===== src/rtl/imem_loader.sv =====
// Boot loader: assembles a length-prefixed byte stream into big-endian words,
// writes them to instruction memory, verifies a checksum and releases the core.
module imem_loader #(
    parameter int ADDR_W = 8
) (
    input  logic        clk,
    input  logic        rst,
    input  logic        byte_valid,
    input  logic [7:0]  byte_data,
    output logic        byte_ready,
    output logic        imem_we,
    output logic [31:0] imem_waddr,
    output logic [31:0] imem_wdata,
    output logic        cpu_rst,
    output logic        done,
    output logic        err
);

    localparam logic [2:0] LEN_HI = 3'd0;
    localparam logic [2:0] LEN_LO = 3'd1;
    localparam logic [2:0] DATA   = 3'd2;
    localparam logic [2:0] CSUM   = 3'd3;
    localparam logic [2:0] RUN    = 3'd4;
    localparam logic [2:0] ERR    = 3'd5;

    // Counter is one bit wider than the address so a full memory (N = 2^ADDR_W) fits.
    localparam int          CW    = ADDR_W + 1;
    localparam logic [16:0] MAX_N = 17'(1) << ADDR_W;

    logic [2:0]    r_state;
    logic [7:0]    r_lenHi;
    logic [7:0]    r_sum;
    logic [CW-1:0] r_wordCnt;
    logic [CW-1:0] r_lastIdx;
    logic [1:0]    r_byteCnt;
    logic [23:0]   r_shift;

    logic          w_accept;
    logic [15:0]   w_len;
    logic [7:0]    w_nextSum;

    assign w_accept  = byte_valid && byte_ready;
    assign w_len     = {r_lenHi, byte_data};
    assign w_nextSum = r_sum + byte_data;

    always_ff @(posedge clk) begin
        if (rst) begin
            r_state    <= LEN_HI;
            r_lenHi    <= '0;
            r_sum      <= '0;
            r_wordCnt  <= '0;
            r_lastIdx  <= '0;
            r_byteCnt  <= '0;
            r_shift    <= '0;
            byte_ready <= 1'b1;
            imem_we    <= 1'b0;
            imem_waddr <= '0;
            imem_wdata <= '0;
            cpu_rst    <= 1'b1;
            done       <= 1'b0;
            err        <= 1'b0;
        end else begin
            imem_we <= 1'b0;
            if (w_accept) begin
                case (r_state)
                    LEN_HI: begin
                        r_lenHi <= byte_data;
                        r_state <= LEN_LO;
                    end
                    LEN_LO: begin
                        r_lastIdx <= CW'(w_len - 16'd1);
                        if ({1'b0, w_len} > MAX_N) begin
                            r_state    <= ERR;
                            err        <= 1'b1;
                            byte_ready <= 1'b0;
                        end else if (w_len == 16'd0) begin
                            r_state <= CSUM;
                        end else begin
                            r_state <= DATA;
                        end
                    end
                    DATA: begin
                        r_sum     <= w_nextSum;
                        r_byteCnt <= r_byteCnt + 2'd1;
                        r_shift   <= {r_shift[15:0], byte_data};
                        // Fourth byte completes a word: strobe it out at this word's byte address.
                        if (r_byteCnt == 2'd3) begin
                            imem_we    <= 1'b1;
                            imem_waddr <= {{(30 - CW){1'b0}}, r_wordCnt, 2'b00};
                            imem_wdata <= {r_shift, byte_data};
                            r_wordCnt  <= r_wordCnt + 1'b1;
                            if (r_wordCnt == r_lastIdx) begin
                                r_state <= CSUM;
                            end
                        end
                    end
                    CSUM: begin
                        byte_ready <= 1'b0;
                        if (byte_data == r_sum) begin
                            r_state <= RUN;
                            cpu_rst <= 1'b0;
                            done    <= 1'b1;
                        end else begin
                            r_state <= ERR;
                            err     <= 1'b1;
                        end
                    end
                    default: begin
                    end
                endcase
            end
        end
    end

endmodule


===== config.mk =====
export PLATFORM = sky130hd
export DESIGN_NAME = imem_loader
export DESIGN_NICKNAME = d
export VERILOG_FILES = /design/src/rtl/imem_loader.sv
export SDC_FILE = /design/constraint.sdc
export NUM_CORES = 1
export LEC_CHECK = 0
export BUFFER_PORTS_ARGS = -buffer_cell sky130_fd_sc_hd__buf_2
export CAP_MARGIN = 20
export CORE_MARGIN = 2
export CORE_UTILIZATION = 35
export DETAILED_ROUTE_END_ITERATION = 6
export PLACE_DENSITY = 0.62
export SLEW_MARGIN = 20
export SYNTH_ARGS = -nofsm -noshare
export SYNTH_HDL_FRONTEND = slang
export SYNTH_SLANG_ARGS = --single-unit
export TNS_END_PERCENT = 100

===== constraint.sdc =====
create_clock -name clk -period 2.1 [get_ports clk]
set_input_delay 0.315 -clock clk [delete_from_list [all_inputs] [get_ports clk]]
set_output_delay 0.315 -clock clk [all_outputs]
set_load 0.03 [all_outputs]

==> impl_metrics.py, run 1 <==
metrics = {
    "yosys": {
        "synth_enable_flop_cells": 0,
        "async_flop_share_pct": 0,
        "synth_most_common_cell": "nand2_1",
        "synth.avg_cell_area_um2": 8.327,
        "syn_area_um2": 4688,
        "yosys-top-cells-count": "nand2_1 (154), dfxtp_1 (109), a21oi_1 (77), nor2_1 (35), buf_4 (23)",
        "synth.distinct_cells": 49,
        "yosys_warnings": 0,
        "syn_inst": 563,
        "ys_ff_latch": 109,
        "synth_area_leader_cell": "dfxtp_1",
        "synth_top_area_share_pct": 46.54,
        "ys_top_cells_by_area": "dfxtp_1 (47%), nand2_1 (12%), a21oi_1 (8.2%)",
        "synth_seq_area_share_pct": 46.54,
        "synth_ff_type": "dfxtp_1",
    },
    "timing": {
        "fin_crit_sh_pct": 94.08,
        "grt_setup_unrepaired": "false",
        "period_minus_slack_ps": 1976,
        "hold_violations": 0,
        "finalSetupViolCount": 0,
        "slew_headroom_pct": 64.81,
        "worst_slew_pin_slew_ps": 527.3,
        "max_freq_mhz": 506.2,
        "slew_viol_final": 0,
        "skew_ps": 7.896,
        "whs_ps": 271.0,
    },
    "detailed_routing": {
        "drtPass1Iterations": 4,
        "routed_via_density": 4.825,
        "antenna_left": 0,
        "wl_per_cell_um": 13.38,
        "drt-initial-drc-count": 235,
        "via_count": 3860,
        "drc": 0,
        "drt_wl_total_um": 10700,
    },
    "clock_network": {
        "worstSkewPairLatency_ps": 350,
        "hold_buffers": 0,
        "post_cts_buffers": 0,
        "ctsResizeCount": 0,
        "clock-sinks": 109,
        "clockBufferDepth": 2,
        "root_buffer": "clkbuf_16",
        "cts_buffers": 9,
        "cts_tree": "yes",
        "path_clk_slew_ps": 80,
        "htree_levels": 3,
    },
    "power": {
        "leakagePower_nw": 2.090,
        "irDropWorstVdd_mv": 0.3755,
        "power.density_nw_per_um2": 784.4,
    },
    "floorplanning": {
        "rows": 42,
        "core_area_um2": 13140,
        "fp.dieH_um": 119.7,
        "initial_core_util_pct": 35.69,
        "ioPinCount": 80,
        "fp.dieArea_um2": 14340,
        "die_x_um": 119.7,
    },
    "setup_path": {
        "r2r_cells": 6,
        "crit_slowest_cell": "fa_1",
        "path_class": "reg -> reg",
        "crit_fanout": 3,
        "reg2reg_to": "r_sum[6]",
        "crit_required_ps": 2340,
        "cp-end-kind": "flop",
        "r2r_slack_ps": 120,
        "reg2reg_from": "r_sum[0]",
        "arrival_ps": 2210,
        "worst_setup_path_start_kind": "flop",
        "max_stage_delay_ps": 430,
        "path_cells": "ha_1 -> fa_1 -> a21o_1 -> a21oi_1 -> o21ai_0 -> o311ai_1",
    },
    "final_layout": {
        "stdcell_area_um2": 5441,
        "fin_nets": 642,
        "n_antenna_cell": 0,
        "final_cells": 800,
        "final_util_pct": 41.42,
        "syn2layout_area_growth_pct": 16.07,
        "drive_gt1_share_pct": 17.31,
    },
    "hold_path": {
        "hold_depth": 2,
        "hold_end": "r_state[1]",
        "min_from": "rst",
        "hp-class": "in -> reg",
    },
    "grt": {
        "grt_max_degree": 54,
        "grt_first_pass_wirelength_um": 18170,
        "antenna_found_initial": 0,
        "grt_pass1_vias": 3717,
        "grt_overflow": 0,
        "grt_use_total_pct": 15.57,
    },
    "outcome": {
        "status": "finished clean",
    },
    "place": {
        "placedCellCount": 784,
        "place_congestion": 0.7999,
        "place_hpwl_um": 7602,
        "io_buffers": 56,
        "place_area_um2": 5134,
    },
    "flow_run": {
        "drv_cap": 0,
    },
}
==> placed cells by master (no fill, tap or decap), types with 2 or more instances in the layout <==
master / n
dfxtp_1: 109
a31oi_1: 4
xor2_1: 5
conb_1: 23
nor2_2: 2
nor4b_1: 3
ha_1: 11
a21o_1: 3
inv_1: 11
mux2i_1: 11
nor3_1: 5
buf_4: 21
nand3b_1: 2
nand3_1: 5
or4_1: 2
xnor2_1: 22
a211oi_1: 7
nand4_1: 5
nand2_1: 154
nor4_1: 3
o21ai_0: 5
nor2_1: 35
buf_2: 55
or3_1: 3
inv_8: 2
clkbuf_16: 9
a211oi_2: 3
a21oi_1: 77
==> cell families after synthesis <==
family / count (synthesis) / synth area share (%)
AOI/OAI and AO/OA: 107 / 13.42
xor gates and xnor gates: 27 / 5.044
adders and majority gates: 12 / 3.363
buffers and inverters: 64 / 7.206
DFF: 109 / 46.54
muxes: 12 / 2.589
other: 1 / 0.07999
and+or+nand+nor: 231 / 21.75
==> cell type report <==
cell class	instances	area, um^2
timing repair buffer	76	432.9
sequential	109	2182
tap	176	220.2
inverter	11	41.29
clock buffer	10	239.0
clock inverter	6	63.81
multi-input combinational	412	2262
fill	1352	7696
==> per-layer routing <==
metal,global-route usage (%),share of wire (%),vias to the layer above
met3,3.232,5.9,6
met2,24.93,47,117
met5,0,0,-
li1,-,-,1947
met4,4.191,0.86,0
met1,21.37,47,1790
==> stage by stage <==
stage | total power, W | setup WS (ps) | TNS (ps)
global placement | 0.002610 | 56.98 | 0
CTS | 0.004314 | 50.84 | 0
global route | 0.004453 | 35.68 | 0
detailed placement | 0.002621 | -61.61 | -61.61
floorplan | 0.002542 | 210.6 | 0
finish | 0.004268 | 124.4 | 0
==> worst max-delay path by stage <==
stage | cells after the start | slack (ps) | startpoint | endpoint
final | 6 | 120 | r_sum[0] | r_sum[6]
after global routing | 6 | 40 | r_sum[0] | r_sum[6]
after CTS | 6 | 50 | r_sum[0] | r_sum[6]
after detailed placement | 7 | -60 | byte_data[0] | r_sum[6]
after global placement | 7 | 60 | byte_data[1] | r_sum[7]
after floorplan | 6 | 210 | byte_data[1] | r_sum[7]
==> report_power, final <==
part	leakage, nW	internal (W)	total, W	switching (W)
Combinational	1.06	0.000144	0.000418	0.000273
Clock	0.146	0.000871	0.00169	0.000823
Sequential	0.881	0.00212	0.00216	0.0000410
==> state kept, by name (all words and copies together) (netlist names) <==
signal,count
imem_wdata,32
byte_ready,1
r_lastIdx,9
r_wordCnt,9
r_shift,24
cpu_rst,1
r_byteCnt,2
imem_waddr,9
imem_we,1
err,1
r_state,3
done,1
r_lenHi,8
r_sum,8
==> worst max-delay path: cells and delay by family, from the launching register on <==
kind,cells,cell delay (ps)
flops,1,310
compound gates,4,910
fa+ha+maj,2,650
(Power assumes the default switching activity.)
==> inputs of run 2 (changes only) <==
--- a/config.mk
+++ b/config.mk
@@ -10,7 +10,8 @@
 export CORE_MARGIN = 2
 export CORE_UTILIZATION = 35
 export DETAILED_ROUTE_END_ITERATION = 6
-export PLACE_DENSITY = 0.62
+export PLACE_DENSITY_LB_ADDON = 0.2
+export RECOVER_POWER = 50
 export SLEW_MARGIN = 20
 export SYNTH_ARGS = -nofsm -noshare
 export SYNTH_HDL_FRONTEND = slang
==> run 2 against run 1 <==
Final area down 1.2%. Clock-buffer cell count up 1. Sequential share of layout area up 0.49 points. Via count down 0.60%. Clock power about the same. Routed wire length up 0.84%. Global-route usage up 0.20 points. Sequential cell count unchanged. Critical endpoint is now r_sum[7]. Highest routed layer unchanged.
==> impl_metrics.py, run 2 (synthesis gave the netlist of run 1 again) <==
metrics = {
    "final_layout": {
        "fill_cells": 1359,
        "final_cell_mix": "nand2_1 (155), dfxtp_1 (109), a21oi_1 (77)",
        "multi_input_area_um2": 2250,
        "final_cells": 800,
        "n_antenna_cell": 0,
        "syn2layout_area_growth_pct": 14.65,
        "top_regs": "imem_wdata (32), r_shift (24)",
        "drive_gt1_share_pct": 9.135,
        "fin_nets": 642,
        "layout_commonest_cell": "nand2_1",
        "stdcell_area_um2": 5375,
        "largest_reg_flops": 32,
        "regMostFlops": "imem_wdata",
        "seq_area_um2": 2182,
        "final_util_pct": 40.91,
    },
    "clock_network": {
        "cts_tree": "yes",
        "root_buffer": "clkbuf_16",
        "worstSkewPairLatency_ps": 350,
        "path_clk_slew_ps": 60,
        "hold_buffers": 0,
        "clockBufferDepth": 2,
        "clock-sinks": 109,
        "htree_levels": 3,
        "ctsResizeCount": 0,
        "post_cts_buffers": 0,
        "cts_buffers": 9,
    },
    "detailed_routing": {
        "drc": 0,
        "drt-initial-drc-count": 204,
        "drt_wl_total_um": 10790,
        "wl_per_cell_um": 13.49,
        "antenna_left": 0,
        "routed_via_density": 4.796,
        "via_count": 3837,
        "drtPass1Iterations": 4,
    },
    "power": {
        "power.total_w": 0.004284,
        "irDropWorstVdd_mv": 0.3785,
        "power.density_nw_per_um2": 797.0,
        "leakagePower_nw": 1.883,
    },
    "grt": {
        "grt_util_met1_pct": 21.43,
        "grt_pass1_vias": 3624,
        "grt_use_total_pct": 15.77,
        "antenna_found_initial": 0,
        "use_met2_pct": 23.57,
        "busiest_layer": "met2",
        "grt_overflow": 0,
        "grt_first_pass_wirelength_um": 17870,
        "grt_max_degree": 82,
        "grtUsageMet3_pct": 2.852,
    },
    "setup_path": {
        "max_stage_delay_ps": 390,
        "arrival_ps": 2200,
        "cpLargestDelayFamily": "compound AO/OA/AOI/OAI gates",
        "crit_fanout": 3,
        "path_class": "reg -> reg",
        "crit_required_ps": 2340,
        "cp.buffers_inverters": 0,
        "path_cells": "ha_1 -> a211oi_2 -> o21ai_0 -> a31oi_1 -> mux2i_1 -> mux2_2",
        "crit_slowest_cell": "dfxtp_1",
        "cp-end-kind": "flop",
        "worst_setup_path_start_kind": "flop",
    },
    "floorplanning": {
        "core_area_um2": 13140,
        "ioPinCount": 80,
        "initial_core_util_pct": 35.69,
        "rows": 42,
        "die_x_um": 119.7,
        "fp.dieArea_um2": 14340,
        "fp.dieH_um": 119.7,
    },
    "timing": {
        "period_minus_slack_ps": 1960,
        "slew_viol_final": 0,
        "finalSetupViolCount": 0,
        "slew_headroom_pct": 49.04,
        "max_freq_mhz": 510.3,
        "fin_crit_sh_pct": 93.32,
        "grt_setup_unrepaired": "true",
        "skew_ps": 8.765,
        "worst_slew_pin_slew_ps": 764.4,
        "hold_violations": 0,
    },
    "place": {
        "place_congestion": 0.8623,
        "place_area_um2": 5146,
        "placedCellCount": 784,
        "io_buffers": 56,
        "place_hpwl_um": 7503,
    },
    "outcome": {
        "status": "finished clean",
    },
    "hold_path": {
        "hp-class": "in -> reg",
    },
    "flow_run": {
        "drv_cap": 0,
    },
}
==> run 2: changes by cell type in the layout (fill, tap and decap cells not counted), sizes merged <==
cell / change
clkbuf: +50
buf: -49
inv: -3
bufinv: +1
clkinv: +1
==> run 2: layout make-up <==
type	instances	share of cell area [%]
multi-input combinational	412	41.85
sequential	109	40.60
timing repair buffer	76	7.053
clock buffer	11	4.516
tap	176	4.097
clock inverter	5	1.117
inverter	11	0.7682
==> run 2: worst min-delay path, stage by stage <==
cell     delay, ps
buf_2          130
nand4_1        100
a21o_1         100
==> run 2: stage by stage <==
step                setup WS, ps  TNS, ps  hold WS, ps
floorplan                  210.6        0        432.2
global placement           26.71        0        433.2
detailed placement        -17.72   -17.72        438.6
CTS                        57.63        0        318.5
global route             -0.9512  -0.9512        333.7
finish                     140.3        0        333.8
==> run 2: final timing paths <==
check | startpoint | to | depth (start not counted) | slack [ps]
setup / recovery | r_sum[1] | r_sum[7] | 6 | 140
hold / removal | byte_valid | byte_ready | 3 | 330
setup reg to reg | r_sum[1] | r_sum[7] | 6 | 140
hold reg to reg | cpu_rst | cpu_rst | 2 | 450
==> run 2: where the power goes <==
part	internal, W	total (W)	switching (W)
Combinational	0.000141	0.000416	0.000275
Sequential	0.00212	0.00216	0.0000392
Clock	0.000960	0.00171	0.000752
==> run 2: routing by layer <==
layer	share of wire, %	vias up
met3	4.1	18
met1	49	1771
met5	0	-
met4	2.8	0
met2	44	98
li1	-	1950
==> inputs of run 3 (changes only) <==
==> constraint.sdc (replaced) <==
create_clock -name clk -period 1.85 [get_ports clk]
set_input_delay 0.2775 -clock clk [delete_from_list [all_inputs] [get_ports clk]]
set_output_delay 0.2775 -clock clk [all_outputs]
set_load 0.03 [all_outputs]
==> run 3 against run 2 <==
Register-to-register slack worse by 90 ps. Clock-buffer cell count stayed put. Routed wire length is 0.57% higher. Sequential share of layout area is 1.7 points lower. Largest cell class unchanged.
==> impl_metrics.py, run 3 (synthesis gave the netlist of run 1 again) <==
metrics = {
    "power": {
        "irDropWorstVdd_mv": 0.4434,
        "leakagePower_nw": 1.990,
        "power.density_nw_per_um2": 878.0,
        "power.total_w": 0.004924,
    },
    "grt": {
        "grt_first_pass_wirelength_um": 18000,
        "grt_pass1_vias": 3711,
        "grt_overflow": 0,
        "grt_use_total_pct": 15.64,
        "grt_max_degree": 92,
        "antenna_found_initial": 0,
    },
    "floorplanning": {
        "rows": 42,
        "die_x_um": 119.7,
        "core_area_um2": 13140,
        "initial_core_util_pct": 35.69,
        "fp.dieArea_um2": 14340,
        "ioPinCount": 80,
        "fp.dieH_um": 119.7,
    },
    "setup_path": {
        "r2r_cells": 6,
        "reg2reg_from": "r_sum[1]",
        "cp.buffers_inverters": 0,
        "crit_start": "r_sum[1]",
        "cp-end-kind": "flop",
        "crit_slowest_cell": "dfxtp_2",
        "crit_required_ps": 2090,
        "crit_fanout": 2,
        "arrival_ps": 2040,
        "path_cells": "ha_4 -> a211oi_4 -> o21ai_1 -> a31oi_1 -> mux2i_1 -> mux2_2",
        "cp-endpoint": "r_sum[7]",
        "worst_setup_path_start_kind": "flop",
        "crit_cells": 6,
        "reg2reg_to": "r_sum[7]",
        "cpLargestDelayFamily": "multiplexers",
        "path_class": "reg -> reg",
        "r2r_slack_ps": 50,
        "max_stage_delay_ps": 360,
    },
    "clock_network": {
        "cts_buffers": 9,
        "htree_levels": 3,
        "root_buffer": "clkbuf_16",
        "path_clk_slew_ps": 70,
        "worstSkewPairLatency_ps": 350,
        "clockBufferDepth": 2,
        "clock-sinks": 109,
        "cts_tree": "yes",
        "hold_buffers": 0,
    },
    "timing": {
        "whs_ps": 271.4,
        "hold_violations": 0,
        "slew_viol_final": 0,
        "finalSetupViolCount": 0,
        "skew_ps": 7.957,
        "grt_setup_unrepaired": "false",
        "fin_crit_sh_pct": 97.07,
        "period_minus_slack_ps": 1796,
        "max_freq_mhz": 556.9,
    },
    "final_layout": {
        "fill_cells": 1391,
        "largest_reg_flops": 32,
        "final_cells": 820,
        "seq_area_um2": 2183,
        "n_antenna_cell": 0,
        "drive_gt1_share_pct": 13.66,
        "multi_input_area_um2": 2323,
        "fin_nets": 662,
        "top_regs": "imem_wdata (32), r_shift (24)",
        "final_util_pct": 42.69,
        "regMostFlops": "imem_wdata",
        "final_cell_mix": "nand2_1 (154), dfxtp_1 (108), a21oi_1 (76)",
        "syn2layout_area_growth_pct": 19.62,
        "layout_commonest_cell": "nand2_1",
    },
    "detailed_routing": {
        "routed_via_density": 4.721,
        "drt_wl_total_um": 10860,
        "antenna_left": 0,
        "wl_per_cell_um": 13.24,
        "drt-initial-drc-count": 238,
        "drtPass1Iterations": 5,
        "drc": 0,
        "via_count": 3871,
    },
    "place": {
        "placedCellCount": 802,
        "place_congestion": 0.8328,
        "place_hpwl_um": 7600,
        "io_buffers": 56,
    },
    "outcome": {
        "status": "finished clean",
    },
    "hold_path": {
        "hp-class": "in -> reg",
    },
    "flow_run": {
        "drv_cap": 0,
    },
}
[run 3: area by class of cell]
cell class                 instances  share of cell area, %
multi-input combinational        412                  41.43
sequential                       109                  38.93
timing repair buffer              96                  9.594
clock buffer                      11                  4.328
tap                              176                  3.927
clock inverter                     5                  1.049
inverter                          11                 0.7363
[run 3: per-layer routing]
layer	part of all wire (%)	wire length, um	vias to the layer above	GRT usage [%]
met5	0	0	-	0
met4	1.8	200	0	5.956
met3	3.8	409	11	3.470
met2	45	4887	83	24.68
met1	49	5358	1785	20.92
li1	-	-	1992	-
[run 3: how the worst min path moves through the flow]
stage / start / endpoint / cells after the start
floorplan: rst / cpu_rst / 2
global placement: done / done / 2
detailed placement: cpu_rst / cpu_rst / 2
CTS: rst / r_state[2] / 2
global route: rst / r_wordCnt[2] / 2
finish: rst / r_lastIdx[7] / 2
[run 3: through the flow]
| step | area, um^2 | worst slack, ps | TNS (ps) |
|---|---|---|---|
| final | 5608 | 54.27 | 0 |
| after global routing | 5608 | 1.108 | 0 |
| after CTS | 5624 | 3.830 | 0 |
| after detailed placement | 5299 | -144.8 | -413.8 |
| after global placement | 5299 | -88.90 | -231.9 |
| after floorplan | 4776 | 37.10 | 0 |
[run 3: where the power goes]
| part | switching [W] | internal, W |
|---|---|---|
| clock | 0.000869 | 0.00109 |
| sequential | 0.0000422 | 0.00240 |
| combinational | 0.000330 | 0.000190 |
| total | 0.00124 | 0.00368 |
[run 3: worst register-to-register path: stages (launching register included)]
cell and delay [ps]:
dfxtp_2 360, ha_4 210, a211oi_4 220, o21ai_1 110, a31oi_1 230, mux2i_1 230
mux2_2 340
[run 3: what timing repair did]
| action | CTS | global route |
|---|---|---|
| resized for setup | 4 | 12 |
| setup buffers | 1 | 1 |
| endpoints found under the setup margin | 6 | 41 |
| gates cloned | 0 | 0 |
| pin swaps | 3 | 5 |
